--- src/rtl/qupls_pushpop_expander_pkg.sv ---
// Shared opcodes, micro-op field positions and FSM state type for the push/pop expander.
// Field positions match where the Ra/Rt decoders extract from.
package QuplsPkg;

    localparam logic [6:0] OP_LOAD  = 7'h03;
    localparam logic [6:0] OP_ADDI  = 7'h13;
    localparam logic [6:0] OP_STORE = 7'h23;

    localparam int OPC_LSB  = 0;
    localparam int RT_LSB   = 7;
    localparam int RA_LSB   = 13;
    localparam int DISP_LSB = 19;
    localparam int REG_W    = 6;
    localparam int DISP_W   = 22;
    localparam int UOP_W    = DISP_LSB + DISP_W;

    typedef enum logic [1:0] {
        IDLE = 2'd0,
        EMIT = 2'd1,
        ADJ  = 2'd2
    } pushpop_state_t;

    function automatic logic [UOP_W-1:0] pack_uop(
        input logic [6:0]        op,
        input logic [REG_W-1:0]  rt,
        input logic [REG_W-1:0]  ra,
        input logic [DISP_W-1:0] disp
    );
        logic [UOP_W-1:0] u;
        u = '0;
        u[OPC_LSB  +: 7]      = op;
        u[RT_LSB   +: REG_W]  = rt;
        u[RA_LSB   +: REG_W]  = ra;
        u[DISP_LSB +: DISP_W] = disp;
        return u;
    endfunction

endpackage

--- src/rtl/qupls_pushpop_expander_ffs16.sv ---
// Lowest-set-bit encoder for a 16-bit mask; purely combinational.
module qupls_ffs16 (
    input  logic [15:0] i_vec,
    output logic [3:0]  o_idx,
    output logic        o_any
);

    always_comb begin
        o_idx = '0;
        o_any = |i_vec;
        for (int i = 15; i >= 0; i--) begin
            if (i_vec[i]) o_idx = 4'(i);
        end
    end

endmodule

--- src/rtl/qupls_pushpop_expander.sv ---
// Expands PUSH/POP register-mask macro-ops into one load/store per register plus an SP adjust.
// Optional QUPLS_UOP_STATS_EN adds a free-running handshake counter port uop_count.
module qupls_pushpop_expander
    import QuplsPkg::*;
#(
    parameter int IW         = 41,
    parameter int SP_REG     = 63,
    parameter int WORD_BYTES = 8
) (
    input  logic          clk,
    input  logic          rst_n,
    input  logic          flush,
    input  logic          in_valid,
    output logic          in_ready,
    input  logic          in_is_pop,
    input  logic [15:0]   in_mask,
    input  logic [5:0]    in_base,
    input  logic          in_regx,
    output logic          out_valid,
    input  logic          out_ready,
    output logic [IW-1:0] out_instr,
    output logic          out_regx,
    output logic          out_last
`ifdef QUPLS_UOP_STATS_EN
    ,
    output logic [31:0]   uop_count
`endif
);

    pushpop_state_t r_state, w_state_nxt;

    logic        r_started;
    logic        r_pop;
    logic [15:0] r_mask;
    logic [5:0]  r_base;
    logic        r_regx;
    logic [4:0]  r_n;
    logic [3:0]  r_k;

    logic [3:0]  w_idx;
    logic        w_any;
    logic [15:0] w_mask_clr;
    logic        w_hs;
    logic        w_accept;
    logic [5:0]  w_sp;
    logic [21:0] w_bytes;

    qupls_ffs16 u_ffs (
        .i_vec (r_mask),
        .o_idx (w_idx),
        .o_any (w_any)
    );

    assign w_sp       = 6'(SP_REG);
    assign w_bytes    = 22'(WORD_BYTES);
    assign w_mask_clr = r_mask & (r_mask - 16'd1);
    assign w_hs       = out_valid && out_ready && !flush;
    assign w_accept   = in_valid && in_ready;

    always_ff @(posedge clk or negedge rst_n) begin
        if (!rst_n) begin
            r_state <= IDLE;
        end else begin
            r_state <= w_state_nxt;
        end
    end

    always_comb begin
        w_state_nxt = r_state;
        case (r_state)
            IDLE: if (w_accept && (in_mask != 16'd0)) w_state_nxt = EMIT;
            EMIT: if (w_hs && (w_mask_clr == 16'd0))  w_state_nxt = ADJ;
            ADJ:  if (w_hs)                           w_state_nxt = IDLE;
            default:                                  w_state_nxt = IDLE;
        endcase
        if (flush) w_state_nxt = IDLE;
    end

    always_ff @(posedge clk or negedge rst_n) begin
        if (!rst_n) begin
            r_started <= 1'b0;
            r_pop     <= 1'b0;
            r_mask    <= '0;
            r_base    <= '0;
            r_regx    <= 1'b0;
            r_n       <= '0;
            r_k       <= '0;
        end else begin
            r_started <= 1'b1;
            if (flush) begin
                r_mask <= '0;
            end else if (r_state == IDLE && w_accept) begin
                r_pop  <= in_is_pop;
                r_mask <= in_mask;
                r_base <= in_base;
                r_regx <= in_regx;
                r_n    <= 5'($countones(in_mask));
                r_k    <= '0;
            end else if (r_state == EMIT && w_hs) begin
                r_mask <= w_mask_clr;
                r_k    <= r_k + 4'd1;
            end
        end
    end

    // Outputs are decoded from registered state only, so they cannot move during a stall.
    always_comb begin
        logic [5:0]  rt;
        logic [21:0] disp;
        logic [6:0]  op;
        rt        = w_sp;
        disp      = '0;
        op        = OP_ADDI;
        in_ready  = r_started && (r_state == IDLE) && !flush;
        out_valid = ((r_state == EMIT) && w_any) || (r_state == ADJ);
        out_last  = (r_state == ADJ);
        out_regx  = out_valid ? r_regx : 1'b0;
        out_instr = '0;
        if (r_state == EMIT) begin
            rt = r_base + 6'(w_idx);
            if (r_pop) begin
                op   = OP_LOAD;
                disp = (22'(r_n) - 22'd1 - 22'(r_k)) * w_bytes;
            end else begin
                op   = OP_STORE;
                disp = -((22'(r_k) + 22'd1) * w_bytes);
            end
        end else begin
            disp = r_pop ? (22'(r_n) * w_bytes) : -(22'(r_n) * w_bytes);
        end
        if (out_valid) out_instr[UOP_W-1:0] = pack_uop(op, rt, w_sp, disp);
    end

`ifdef QUPLS_UOP_STATS_EN
    // A handshake coinciding with flush is discarded, so it is not counted either.
    always_ff @(posedge clk or negedge rst_n) begin
        if (!rst_n) begin
            uop_count <= '0;
        end else if (w_hs) begin
            uop_count <= uop_count + 32'd1;
        end
    end
`endif

endmodule

--- config.mk ---
export PLATFORM = sky130hd
export DESIGN_NAME = qupls_pushpop_expander
export DESIGN_NICKNAME = d
export VERILOG_FILES = /design/src/rtl/qupls_pushpop_expander_pkg.sv /design/src/rtl/qupls_pushpop_expander_ffs16.sv /design/src/rtl/qupls_pushpop_expander.sv
export SDC_FILE = /design/constraint.sdc
export NUM_CORES = 1
export LEC_CHECK = 0
export ABC_AREA = 1
export CORE_MARGIN = 2
export CORE_UTILIZATION = 30
export DETAILED_ROUTE_END_ITERATION = 10
export PLACE_DENSITY = 0.62
export SLEW_MARGIN = 40
export SYNTH_ARGS = -nofsm -noshare
export SYNTH_HDL_FRONTEND = slang
export SYNTH_HIERARCHICAL = 1
export SYNTH_SLANG_ARGS = --single-unit
--- constraint.sdc ---
create_clock -name clk -period 2.85 [get_ports clk]
set_input_delay 0.57 -clock clk [delete_from_list [all_inputs] [get_ports clk]]
set_output_delay 0.57 -clock clk [all_outputs]
set_load 0.005 [all_outputs]
==> flow_metrics.tcl <==
set metrics [dict create \
    finalHoldViolations 0 \
    grt_first_pass_wirelength_mm 18.37 \
    cts_tree "done" \
    clk_latency_ns 0.28 \
    startpoint_type "input port" \
    synth_area_leader_cell "dfrtp_1" \
    rsz0062_at_grt "yes" \
    p_comb_share_pct 66.9 \
    io_pins 74 \
    dpl-instance-area_mm2 0.004762 \
    finalClockSkew_ns 0.003959 \
    wl_met1_mm 4.616 \
    synth_top_area_share_pct 25.09 \
    setup_viol 26 \
    tns_ns -8.427 \
    clkPwrFrac_pct 15.7 \
    clk_path_buf_depth 2 \
    grt_usage_pct 17.63 \
    syn_avg_cell_area_um2 6.725 \
    cts_hold_buffers 0 \
    finalCriticalPeriod_ns 3.411 \
    drive_gt1_share_pct 33.23 \
    numCtsBuffers 5 \
    slew_viol_final 0 \
    fmax_mhz 293.2 \
    violations "negative setup slack" \
    layout_common_cells "nand2_1 (110), buf_4 (86), inv_1 (69)" \
    power_uw 3669 \
    fin_ws_ns -0.5611 \
    holdWs_ns 0.2558 \
    antenna_found_initial 0 \
    final_area_mm2 0.005363 \
    rows 39 \
    grt_start_max_net_pins 37 \
    ys_ff_latch 36 \
    final_common_cell "nand2_1" \
    core_mm2 0.01156 \
    vdd_drop_max_v 0.0004400 \
    cp_slowest_cell "fa_1" \
    port_buffers 67 \
    p_int_uw 2188 \
    num_antenna_cells 0 \
    worst_setup_path_end_kind "register" \
    grt-ovfl-total 0 \
    cp_cell_sequence "buf_6, fa_1, inv_2, fa_1, fa_2, fa_2, inv_2, ha_4, inv_2, fa_2, o21ai_2, nand3_1, o21ai_1" \
    dr_wl_met2_mm 5.951 \
    ctsHtreeMaxLevel 2 \
    netSwitchingPower_uw 1481 \
    status "finished, violations left" \
    fp.dieW_um 113.4 \
    first_iter_violations 268 \
    grt_pass1_vias 4041 \
    top_layer "met4" \
    leakage_uw 0.002819 \
    synth_area_leaders "dfrtp_1 (25%), nand2_1 (13%), inv_1 (7.9%)" \
    dieArea_mm2 0.01286 \
    root_buffer "clkbuf_16" \
    p_per_area_mw_per_mm2 684.2 \
    yosysWarnings 6 \
    synth_cell_types 37 \
    seq_power_share_pct 17.4 \
    netlist_area_mm2 0.003591 \
    hold_path.class "input port to asynchronous set/reset pin" \
    crit_buf_inv 4 \
    cp_max_fo 2 \
    drt_drc_violations_left 0 \
    postRouteWirelength_mm 11.35 \
    path_clk_slew_ns 0.06 \
    cp_slowest_stage_delay_ns 0.56 \
    vias 3914 \
    dpl.hpwl_mm 8.609 \
    worstRegToRegCells 13 \
    route.met3.wl_um 458 \
    wire_per_inst_um 13.84 \
    antenna_left 0 \
    clkSinkCount 36 \
    synthToLayoutAreaGrowth_pct 49.34 \
    die_h_um 113.4 \
    period_share_pct 119.7 \
    crit_cells 13 \
    routabilityCongestion 0.9298 \
    worstPathRequired_ns 3.06 \
    worstPathArrival_ns 3.63 \
    netlist_instances 534 \
    worst-setup-path-type "input port to register" \
    switching_share_pct 40.36 \
    yosysSeqAreaShare_pct 25.09 \
    first_pass_iters 5 \
    routed_via_density 4.773 \
    maxCapViolCount 0 \
    start_util_pct 31.05 \
    cpLargestDelayFamily "adder cells" \
    num-nets-final 736 \
]
-- cells in the mapped netlist (all sizes together) --
library cell,n
fa,12
xor2,5
nor2,61
nand3b,2
ha,18
xnor2,4
buf,32
a211oi,1
nand2,125
o22ai,10
or2,1
inv,88
clkbuf,3
conb,2
a221oi,1
o211ai,5
a21oi,32
nand4,2
nor3,8
o21ai,52
nor4,1
a21o,1
dfrtp,36
nand3,32
-- flip-flops by register name, indices dropped and copies added (netlist names) --
name / cells
r_pop: 1
r_state: 2
r_base: 6
r_k: 4
r_mask: 16
r_started: 1
r_regx: 1
r_n: 5
-- routing by layer --
| metal | up-vias | GRT usage, % |
|---|---|---|
| met5 | - | 0 |
| met4 | 0 | 6.667 |
| met3 | 23 | 2.285 |
| met2 | 108 | 33.49 |
| met1 | 1831 | 20.01 |
| li1 | 1952 | - |
-- what timing repair did --
item                                    CTS  global route
gates resized for setup                 216            39
endpoints found under the setup margin   41            35
pin swaps                                47            30
hold endpoints to repair                  0             0
setup buffers                            24             2
-- worst paths after layout --
check                      startpoint  slack (ns)    endpoint
max in group asynchronous       rst_n        2.25   r_base[3]
hold / removal                  rst_n        0.26  r_mask[11]
hold reg to reg             r_base[2]        0.49   r_base[2]
setup / recovery           in_mask[0]       -0.56      r_n[4]
setup reg to reg           r_mask[14]        0.53  r_mask[10]
min in group clk            r_base[2]        0.49   r_base[2]
-- logic make-up (layout without fill, tap and decap cells) --
kind of cell,count (synthesis),count (layout),synth area share (%)
and+or+nand+nor,232,232,27.63
xor gates and xnor gates,9,9,2.195
buffers and inverters,123,261,16.31
DFF,36,36,25.09
other,2,7,0.2091
AOI/OAI and AO/OA,102,102,15.61
adders and majority gates,30,30,12.96
-- worst reg2reg max path, cell delays in order, from the launching register on --
cell and delay, ns:
dfrtp_1 0.39, buf_6 0.12, or2_4 0.24, nor4_4 0.21, buf_4 0.16, nand2_2 0.07
nand3_4 0.10, inv_2 0.08, buf_4 0.14, nand3_2 0.12, nand2_4 0.12, inv_4 0.16
nand2_2 0.16, o22ai_1 0.17
-- through the flow --
stage	utilization, %	setup slack [ns]	instances
6_report	46.37	-0.5611	820
5_1_grt	46.37	-0.6807	820
4_1_cts	44.99	-0.6541	818
3_5_place_dp	41.18	-1.194	788
3_3_place_gp	41.16	-1.169	788
2_1_floorplan	-	-0.5670	539
-- power by group through the flow --
stage                     logic, µW  registers, µW  clock network, µW
after floorplan                1000            640                  0
after global placement         1650            636                  0
after detailed placement       1700            635                  0
after CTS                      2170            635                585
after global routing           2700            647                614
final                          2450            638                577
-- area by class of cell --
type,instances,area (µm²)
repair buffers,166,1316
inverters,88,340.3
multi-input cells,380,2474
well taps,143,178.9
flip-flops and latches,36,900.9
clock buffers,7,152.6
fillers,1122,6202
Power figures use the tool's default switching activity.
